`src/rtl/duck_round_ctrl_if.sv`:
```
// duck_round_ctrl_if
// Bundles the game-flow controller's event inputs and status outputs.
//   master : drives frame_tick/start/shot/hit, observes the status outputs
//            (aim/trigger logic, timing generator, or a testbench)
//   slave  : the controller itself
// Signals:
//   frame_tick   one-cycle pulse per video frame (vblank start)
//   start        one-cycle debounced start-button pulse
//   shot         one-cycle trigger pulse
//   hit          qualifies shot in the same cycle
//   duck_spawn   one-cycle pulse, duck loads its start position
//   duck_active  duck is flying and can be shot
//   duck_falling hit animation phase
//   dog_show     escape/laugh animation phase
//   shots_left   remaining shots for the current duck
//   duck_idx     0-based duck index within the round
//   hits         ducks hit in the current round
//   round        round number 1..99
//   game_over    game-over screen request
interface duck_round_ctrl_if;
  logic       frame_tick;
  logic       start;
  logic       shot;
  logic       hit;
  logic       duck_spawn;
  logic       duck_active;
  logic       duck_falling;
  logic       dog_show;
  logic [1:0] shots_left;
  logic [3:0] duck_idx;
  logic [3:0] hits;
  logic [6:0] round;
  logic       game_over;

  modport master (
    output frame_tick, start, shot, hit,
    input  duck_spawn, duck_active, duck_falling, dog_show,
    input  shots_left, duck_idx, hits, round, game_over
  );

  modport slave (
    input  frame_tick, start, shot, hit,
    output duck_spawn, duck_active, duck_falling, dog_show,
    output shots_left, duck_idx, hits, round, game_over
  );
endinterface

```
`src/rtl/duck_round_ctrl.sv`:
```
// duck_round_ctrl
// Game-flow controller for the Duck Hunt VGA design. Sequences each duck
// through spawn, flight, fall/escape and each round through its duck count,
// paced by one frame tick per video frame.
// Ports:
//   clk65 : 65 MHz pixel clock
//   rst   : synchronous active-high reset
//   bus   : duck_round_ctrl_if.slave (event inputs, registered status outputs)
module duck_round_ctrl #(
  parameter int DUCKS_PER_ROUND = 10,
  parameter int SHOTS_PER_DUCK  = 3,
  parameter int MIN_HITS        = 6,
  parameter int FLY_FRAMES      = 300,
  parameter int PAUSE_FRAMES    = 60
) (
  input  logic              clk65,
  input  logic              rst,
  duck_round_ctrl_if.slave  bus
);

  localparam logic [2:0] ST_IDLE      = 3'd0;
  localparam logic [2:0] ST_INTRO     = 3'd1;
  localparam logic [2:0] ST_SPAWN     = 3'd2;
  localparam logic [2:0] ST_FLY       = 3'd3;
  localparam logic [2:0] ST_FALL      = 3'd4;
  localparam logic [2:0] ST_ESCAPE    = 3'd5;
  localparam logic [2:0] ST_NEXT      = 3'd6;
  localparam logic [2:0] ST_GAME_OVER = 3'd7;

  // Terminal counts: the state is left on the tick that arrives while the
  // counter already holds N-1, i.e. on the Nth tick seen in that state.
  localparam logic [11:0] PAUSE_LAST = 12'(PAUSE_FRAMES - 1);
  localparam logic [11:0] FLY_LAST   = 12'(FLY_FRAMES - 1);
  localparam logic [3:0]  LAST_IDX   = 4'(DUCKS_PER_ROUND - 1);
  localparam logic [3:0]  HITS_REQ   = 4'(MIN_HITS);
  localparam logic [1:0]  SHOTS_INIT = 2'(SHOTS_PER_DUCK);
  localparam logic [6:0]  ROUND_MAX  = 7'd99;

  logic [2:0]  state_reg, state_next;
  logic [11:0] frame_cnt_reg, frame_cnt_next;
  logic [1:0]  shots_left_reg, shots_left_next;
  logic [3:0]  duck_idx_reg, duck_idx_next;
  logic [3:0]  hits_reg, hits_next;
  logic [6:0]  round_reg, round_next;
  logic        duck_spawn_reg, duck_active_reg, duck_falling_reg;
  logic        dog_show_reg, game_over_reg;
  logic        pause_done, fly_done, waiting;

  assign pause_done = bus.frame_tick && (frame_cnt_reg == PAUSE_LAST);
  assign fly_done   = bus.frame_tick && (frame_cnt_reg == FLY_LAST);
  assign waiting    = (state_reg == ST_INTRO) || (state_reg == ST_FLY) ||
                      (state_reg == ST_FALL)  || (state_reg == ST_ESCAPE);

  always_comb begin
    state_next      = state_reg;
    shots_left_next = shots_left_reg;
    duck_idx_next   = duck_idx_reg;
    hits_next       = hits_reg;
    round_next      = round_reg;

    case (state_reg)
      ST_IDLE, ST_GAME_OVER: begin
        if (bus.start) begin
          state_next    = ST_INTRO;
          hits_next     = 4'd0;
          duck_idx_next = 4'd0;
          round_next    = 7'd1;
        end
      end
      ST_INTRO: begin
        if (pause_done) state_next = ST_SPAWN;
      end
      ST_SPAWN: begin
        shots_left_next = SHOTS_INIT;
        state_next      = ST_FLY;
      end
      ST_FLY: begin
        if (bus.shot) begin
          if (shots_left_reg != 2'd0) shots_left_next = shots_left_reg - 2'd1;
          // A hit beats a simultaneous timeout; a miss on the last shot or
          // on the timeout tick sends the duck away.
          if (bus.hit) begin
            hits_next  = hits_reg + 4'd1;
            state_next = ST_FALL;
          end else if (shots_left_reg <= 2'd1 || fly_done) begin
            state_next = ST_ESCAPE;
          end
        end else if (fly_done) begin
          state_next = ST_ESCAPE;
        end
      end
      ST_FALL, ST_ESCAPE: begin
        if (pause_done) state_next = ST_NEXT;
      end
      ST_NEXT: begin
        if (duck_idx_reg < LAST_IDX) begin
          duck_idx_next = duck_idx_reg + 4'd1;
          state_next    = ST_SPAWN;
        end else if (hits_reg >= HITS_REQ) begin
          round_next    = (round_reg < ROUND_MAX) ? round_reg + 7'd1 : ROUND_MAX;
          hits_next     = 4'd0;
          duck_idx_next = 4'd0;
          state_next    = ST_INTRO;
        end else begin
          state_next = ST_GAME_OVER;
        end
      end
      default: state_next = ST_IDLE;
    endcase

    // Clearing on the transition cycle means a tick coinciding with entry
    // is never credited to the new state.
    if (state_next != state_reg)
      frame_cnt_next = 12'd0;
    else if (waiting && bus.frame_tick)
      frame_cnt_next = frame_cnt_reg + 12'd1;
    else
      frame_cnt_next = frame_cnt_reg;
  end

  always_ff @(posedge clk65) begin
    if (rst) begin
      state_reg        <= ST_IDLE;
      frame_cnt_reg    <= 12'd0;
      shots_left_reg   <= 2'd0;
      duck_idx_reg     <= 4'd0;
      hits_reg         <= 4'd0;
      round_reg        <= 7'd1;
      duck_spawn_reg   <= 1'b0;
      duck_active_reg  <= 1'b0;
      duck_falling_reg <= 1'b0;
      dog_show_reg     <= 1'b0;
      game_over_reg    <= 1'b0;
    end else begin
      state_reg        <= state_next;
      frame_cnt_reg    <= frame_cnt_next;
      shots_left_reg   <= shots_left_next;
      duck_idx_reg     <= duck_idx_next;
      hits_reg         <= hits_next;
      round_reg        <= round_next;
      // Status flags decoded from the next state so they are registered
      // yet line up with state_reg.
      duck_spawn_reg   <= (state_next == ST_SPAWN);
      duck_active_reg  <= (state_next == ST_FLY);
      duck_falling_reg <= (state_next == ST_FALL);
      dog_show_reg     <= (state_next == ST_ESCAPE);
      game_over_reg    <= (state_next == ST_GAME_OVER);
    end
  end

  assign bus.duck_spawn   = duck_spawn_reg;
  assign bus.duck_active  = duck_active_reg;
  assign bus.duck_falling = duck_falling_reg;
  assign bus.dog_show     = dog_show_reg;
  assign bus.shots_left   = shots_left_reg;
  assign bus.duck_idx     = duck_idx_reg;
  assign bus.hits         = hits_reg;
  assign bus.round        = round_reg;
  assign bus.game_over    = game_over_reg;

endmodule
```
`src/flat_wrapper.sv`:
```
// flat-port wrapper written by rule: the top's interface ports become plain ports
module duck_round_ctrl_flat 
#(
  parameter int DUCKS_PER_ROUND = 10,
  parameter int SHOTS_PER_DUCK  = 3,
  parameter int MIN_HITS        = 6,
  parameter int FLY_FRAMES      = 300,
  parameter int PAUSE_FRAMES    = 60
)
  (clk65, rst, bus_frame_tick, bus_start, bus_shot, bus_hit, bus_duck_spawn, bus_duck_active, bus_duck_falling, bus_dog_show, bus_shots_left, bus_duck_idx, bus_hits, bus_round, bus_game_over);
  duck_round_ctrl_if bus_i ();
  input  logic clk65;
  input  logic rst;
  input wire logic [$bits(bus_i.frame_tick)-1:0] bus_frame_tick;
  input wire logic [$bits(bus_i.start)-1:0] bus_start;
  input wire logic [$bits(bus_i.shot)-1:0] bus_shot;
  input wire logic [$bits(bus_i.hit)-1:0] bus_hit;
  output wire logic [$bits(bus_i.duck_spawn)-1:0] bus_duck_spawn;
  output wire logic [$bits(bus_i.duck_active)-1:0] bus_duck_active;
  output wire logic [$bits(bus_i.duck_falling)-1:0] bus_duck_falling;
  output wire logic [$bits(bus_i.dog_show)-1:0] bus_dog_show;
  output wire logic [$bits(bus_i.shots_left)-1:0] bus_shots_left;
  output wire logic [$bits(bus_i.duck_idx)-1:0] bus_duck_idx;
  output wire logic [$bits(bus_i.hits)-1:0] bus_hits;
  output wire logic [$bits(bus_i.round)-1:0] bus_round;
  output wire logic [$bits(bus_i.game_over)-1:0] bus_game_over;
  assign bus_i.frame_tick = bus_frame_tick;
  assign bus_i.start = bus_start;
  assign bus_i.shot = bus_shot;
  assign bus_i.hit = bus_hit;
  assign bus_duck_spawn = bus_i.duck_spawn;
  assign bus_duck_active = bus_i.duck_active;
  assign bus_duck_falling = bus_i.duck_falling;
  assign bus_dog_show = bus_i.dog_show;
  assign bus_shots_left = bus_i.shots_left;
  assign bus_duck_idx = bus_i.duck_idx;
  assign bus_hits = bus_i.hits;
  assign bus_round = bus_i.round;
  assign bus_game_over = bus_i.game_over;
  duck_round_ctrl #(.DUCKS_PER_ROUND(DUCKS_PER_ROUND), .SHOTS_PER_DUCK(SHOTS_PER_DUCK), .MIN_HITS(MIN_HITS), .FLY_FRAMES(FLY_FRAMES), .PAUSE_FRAMES(PAUSE_FRAMES)) u_core (.clk65(clk65), .rst(rst), .bus(bus_i));
endmodule
```
`config.mk`:
```
export PLATFORM = sky130hd
export DESIGN_NAME = duck_round_ctrl_flat
export DESIGN_NICKNAME = d
export VERILOG_FILES = /design/src/rtl/duck_round_ctrl_if.sv /design/src/rtl/duck_round_ctrl.sv /design/src/flat_wrapper.sv
export SDC_FILE = /design/constraint.sdc
export NUM_CORES = 1
export LEC_CHECK = 0
export ABC_CLOCK_PERIOD_IN_PS = 2780
export CAP_MARGIN = 25
export CORE_ASPECT_RATIO = 0.75
export CORE_MARGIN = 2
export CORE_UTILIZATION = 56
export CTS_BUF_LIST = sky130_fd_sc_hd__clkbuf_2
export DETAILED_ROUTE_END_ITERATION = 12
export PLACE_DENSITY = 0.87
export SETUP_SLACK_MARGIN = 0.1
export SLEW_MARGIN = 10
export SYNTH_ARGS = -nofsm -noshare
export SYNTH_HDL_FRONTEND = slang
export SYNTH_SLANG_ARGS = --single-unit
```
`constraint.sdc`:
```
create_clock -name clk65 -period 2.78 [get_ports clk65]
set_clock_uncertainty 0.1 [all_clocks]
set_input_delay 0.556 -clock clk65 [delete_from_list [all_inputs] [get_ports clk65]]
set_output_delay 0.556 -clock clk65 [all_outputs]
set_load 0.05 [all_outputs]
```
==> flow_metrics.tcl <==
set metrics [dict create \
    status "completed" \
    rows 18 \
    syn_inst 218 \
    post-route-util_pct 71.0 \
    slew_headroom_pct 58.8 \
    p_leak_nw 0.865 \
    cts_made_buffers 5 \
    crit_fanout 8 \
    ys_warn_count 0 \
    yosysUniqueCellTypes 57 \
    cts_resized 0 \
    slew_violations 0 \
    start_util_pct 59.6 \
    io_buffers 27 \
    end_kind "output pin" \
    cp_data_arrival_time_ns 1.74 \
    antenna_found_initial 0 \
    grt_remaining_overflow 0 \
    yosys_register_bits 37 \
    hold_class "register to register" \
    critical-path-max-stage-delay_ns 0.85 \
    antenna_cells 0 \
    synth_edf_count 0 \
    syn_nets 232 \
    largest_reg_flops 12 \
    core_area_um2 3360 \
    num-nets-final 261 \
    routed_wl_um 3880 \
    clk_pin_slew_worst_paths_ns 0.18 \
    path_class "register to output pin" \
    synth_top_area_share_pct 37.0 \
    cts_sinks 37 \
    avgSynthCellArea_um2 9.18 \
    yosysMostFrequentCell "dfxtp_1" \
    first_global_vias 1484 \
    r2r-start "u_core.bus.hits[0]" \
    synth_ff_type "dfxtp_1" \
    min_from "u_core.bus.shots_left[1]" \
    synth_common_cells "dfxtp_1 (37), nor2_1 (24), nand2_1 (11)" \
    fin_crit_ns 2.40 \
    hold_viol 0 \
    place_congestion 0.828 \
    drtAntennaViolNets 0 \
    path_cells "clkdlybuf4s50_1" \
    rsz0062_at_grt "no" \
    worstMarginPinSlew_ns 0.617 \
    clock_path_buffers 2 \
    ff_latch_area_um2 741 \
    post-cts-setup-buffers 0 \
    hpwl_um 2870 \
    vias_per_cell 5.91 \
    drc 0 \
    netlist_area_um2 2000 \
    drt-initial-drc-count 148 \
    syn_to_final_growth_pct 19.1 \
    ctsHoldBuffers 0 \
    fill_cells 262 \
    io_pins 28 \
    drv_cap 0 \
    yosysSeqAreaShare_pct 37.0 \
    setup_tns_ns 0 \
    grt_util_all_layers_pct 21.4 \
    multi_input_area_um2 1190 \
    h-tree-depth 2 \
    min_path_cells 2 \
    fp.dieW_um 73.0 \
    cts_root_buffer "clkbuf_2" \
    die_h_um 55.8 \
    powerDensity_nw_per_um2 443 \
    ir_drop_mv 0.286 \
    clock_latency_ns 0.39 \
    dr.pass1.iters 4 \
    fmax_mhz 417 \
    vias 1702 \
    fp.dieArea_um2 4070 \
    grt_max_degree 18 \
    synth.area.top_cells "dfxtp_1 (37%), ha_1 (5.0%), nor2_1 (4.5%)" \
    critPathTopFamily "buffers and inverters" \
    yosysTopAreaCell "dfxtp_1" \
    drive_gt1_share_pct 12.1 \
    crit_start "u_core.bus.round[5]" \
    setup_viol 0 \
    cpMaxStageDelayCell "clkdlybuf4s50_1" \
    period_share_pct 86.3 \
    crit_path_start_kind "register" \
    critPathRequiredTime_ns 2.12 \
    grt_pass1_wl_um 6800 \
    ys_async_sr_fraction_pct 0 \
    rr_worst_depth 7 \
    tritoncts "done" \
    avgRoutedWirePerCell_um 13.5 \
    cp_num_cells 1 \
    cp_num_buf_inv 1 \
]
==> metal layers <==
metal | routed length (um) | global-route usage, % | up-vias
met5 | 0 | 0 | -
met4 | 51 | 8.20 | 0
met3 | 205 | 5.98 | 7
met2 | 1640 | 29.1 | 54
met1 | 1980 | 31.5 | 796
li1 | - | - | 845
==> cells in the final DEF (no fill, tap or decap), types with 5 or more instances in the layout <==
cell	synthesis	routed
a211oi_1	5	5
a21oi_1	6	6
clkbuf_2	0	5
clkdlybuf4s50_1	0	27
dfxtp_1	37	37
ha_1	8	8
inv_1	9	9
nand2_1	11	11
nand2b_1	9	9
nand3_1	6	6
nand4_1	6	6
nor2_1	24	24
nor2_2	10	10
xnor2_1	7	7
xor2_1	9	9
==> cell type report <==
cell class                 count  area share, %
multi-input combinational    166           49.9
sequential                    37           31.1
timing repair buffer          28           11.7
clock inverter                 3           2.73
tap                           40           2.10
inverter                       9           1.42
clock buffer                   5           1.05
==> metrics by stage <==
stage / worst slack, ns / cell area, um^2 / hold WS [ns] / instances / total power, mW
detailed placement: 0.193 / 2290 / 0.411 / 280 / 0.640
global route: 0.262 / 2380 / 0.472 / 288 / 1.09
finish: 0.382 / 2380 / 0.431 / 288 / 1.06
CTS: 0.353 / 2380 / 0.435 / 288 / 1.06
global placement: 0.257 / 2290 / 0.398 / 280 / 0.637
floorplan: 0.350 / 2000 / 0.379 / 218 / 0.618
==> cells by family after synthesis <==
logic type	Yosys count	synth area share, %
flip-flops	37	37.0
AND/OR/NAND/NOR	99	29.6
AO/OA/AOI/OAI	39	15.9
multiplexers	4	2.00
XOR/XNOR	16	7.00
buffers and inverters	15	3.50
adder cells (fa/ha/maj)	8	5.00
==> final timing paths <==
check / slack (ns) / to
setup / recovery: 0.38 / bus_round[5]
hold / removal: 0.43 / u_core.bus.shots_left[1]
setup reg to reg: 0.54 / u_core.frame_cnt_reg[0]
hold reg to reg: 0.43 / u_core.bus.shots_left[1]
==> where the power goes <==
group / internal, mW / switching [mW]
combinational: 0.0328 / 0.0517
clock: 0.241 / 0.185
sequential: 0.535 / 0.0101
total: 0.809 / 0.247
No activity file was read; power rests on OpenSTA's default activity.
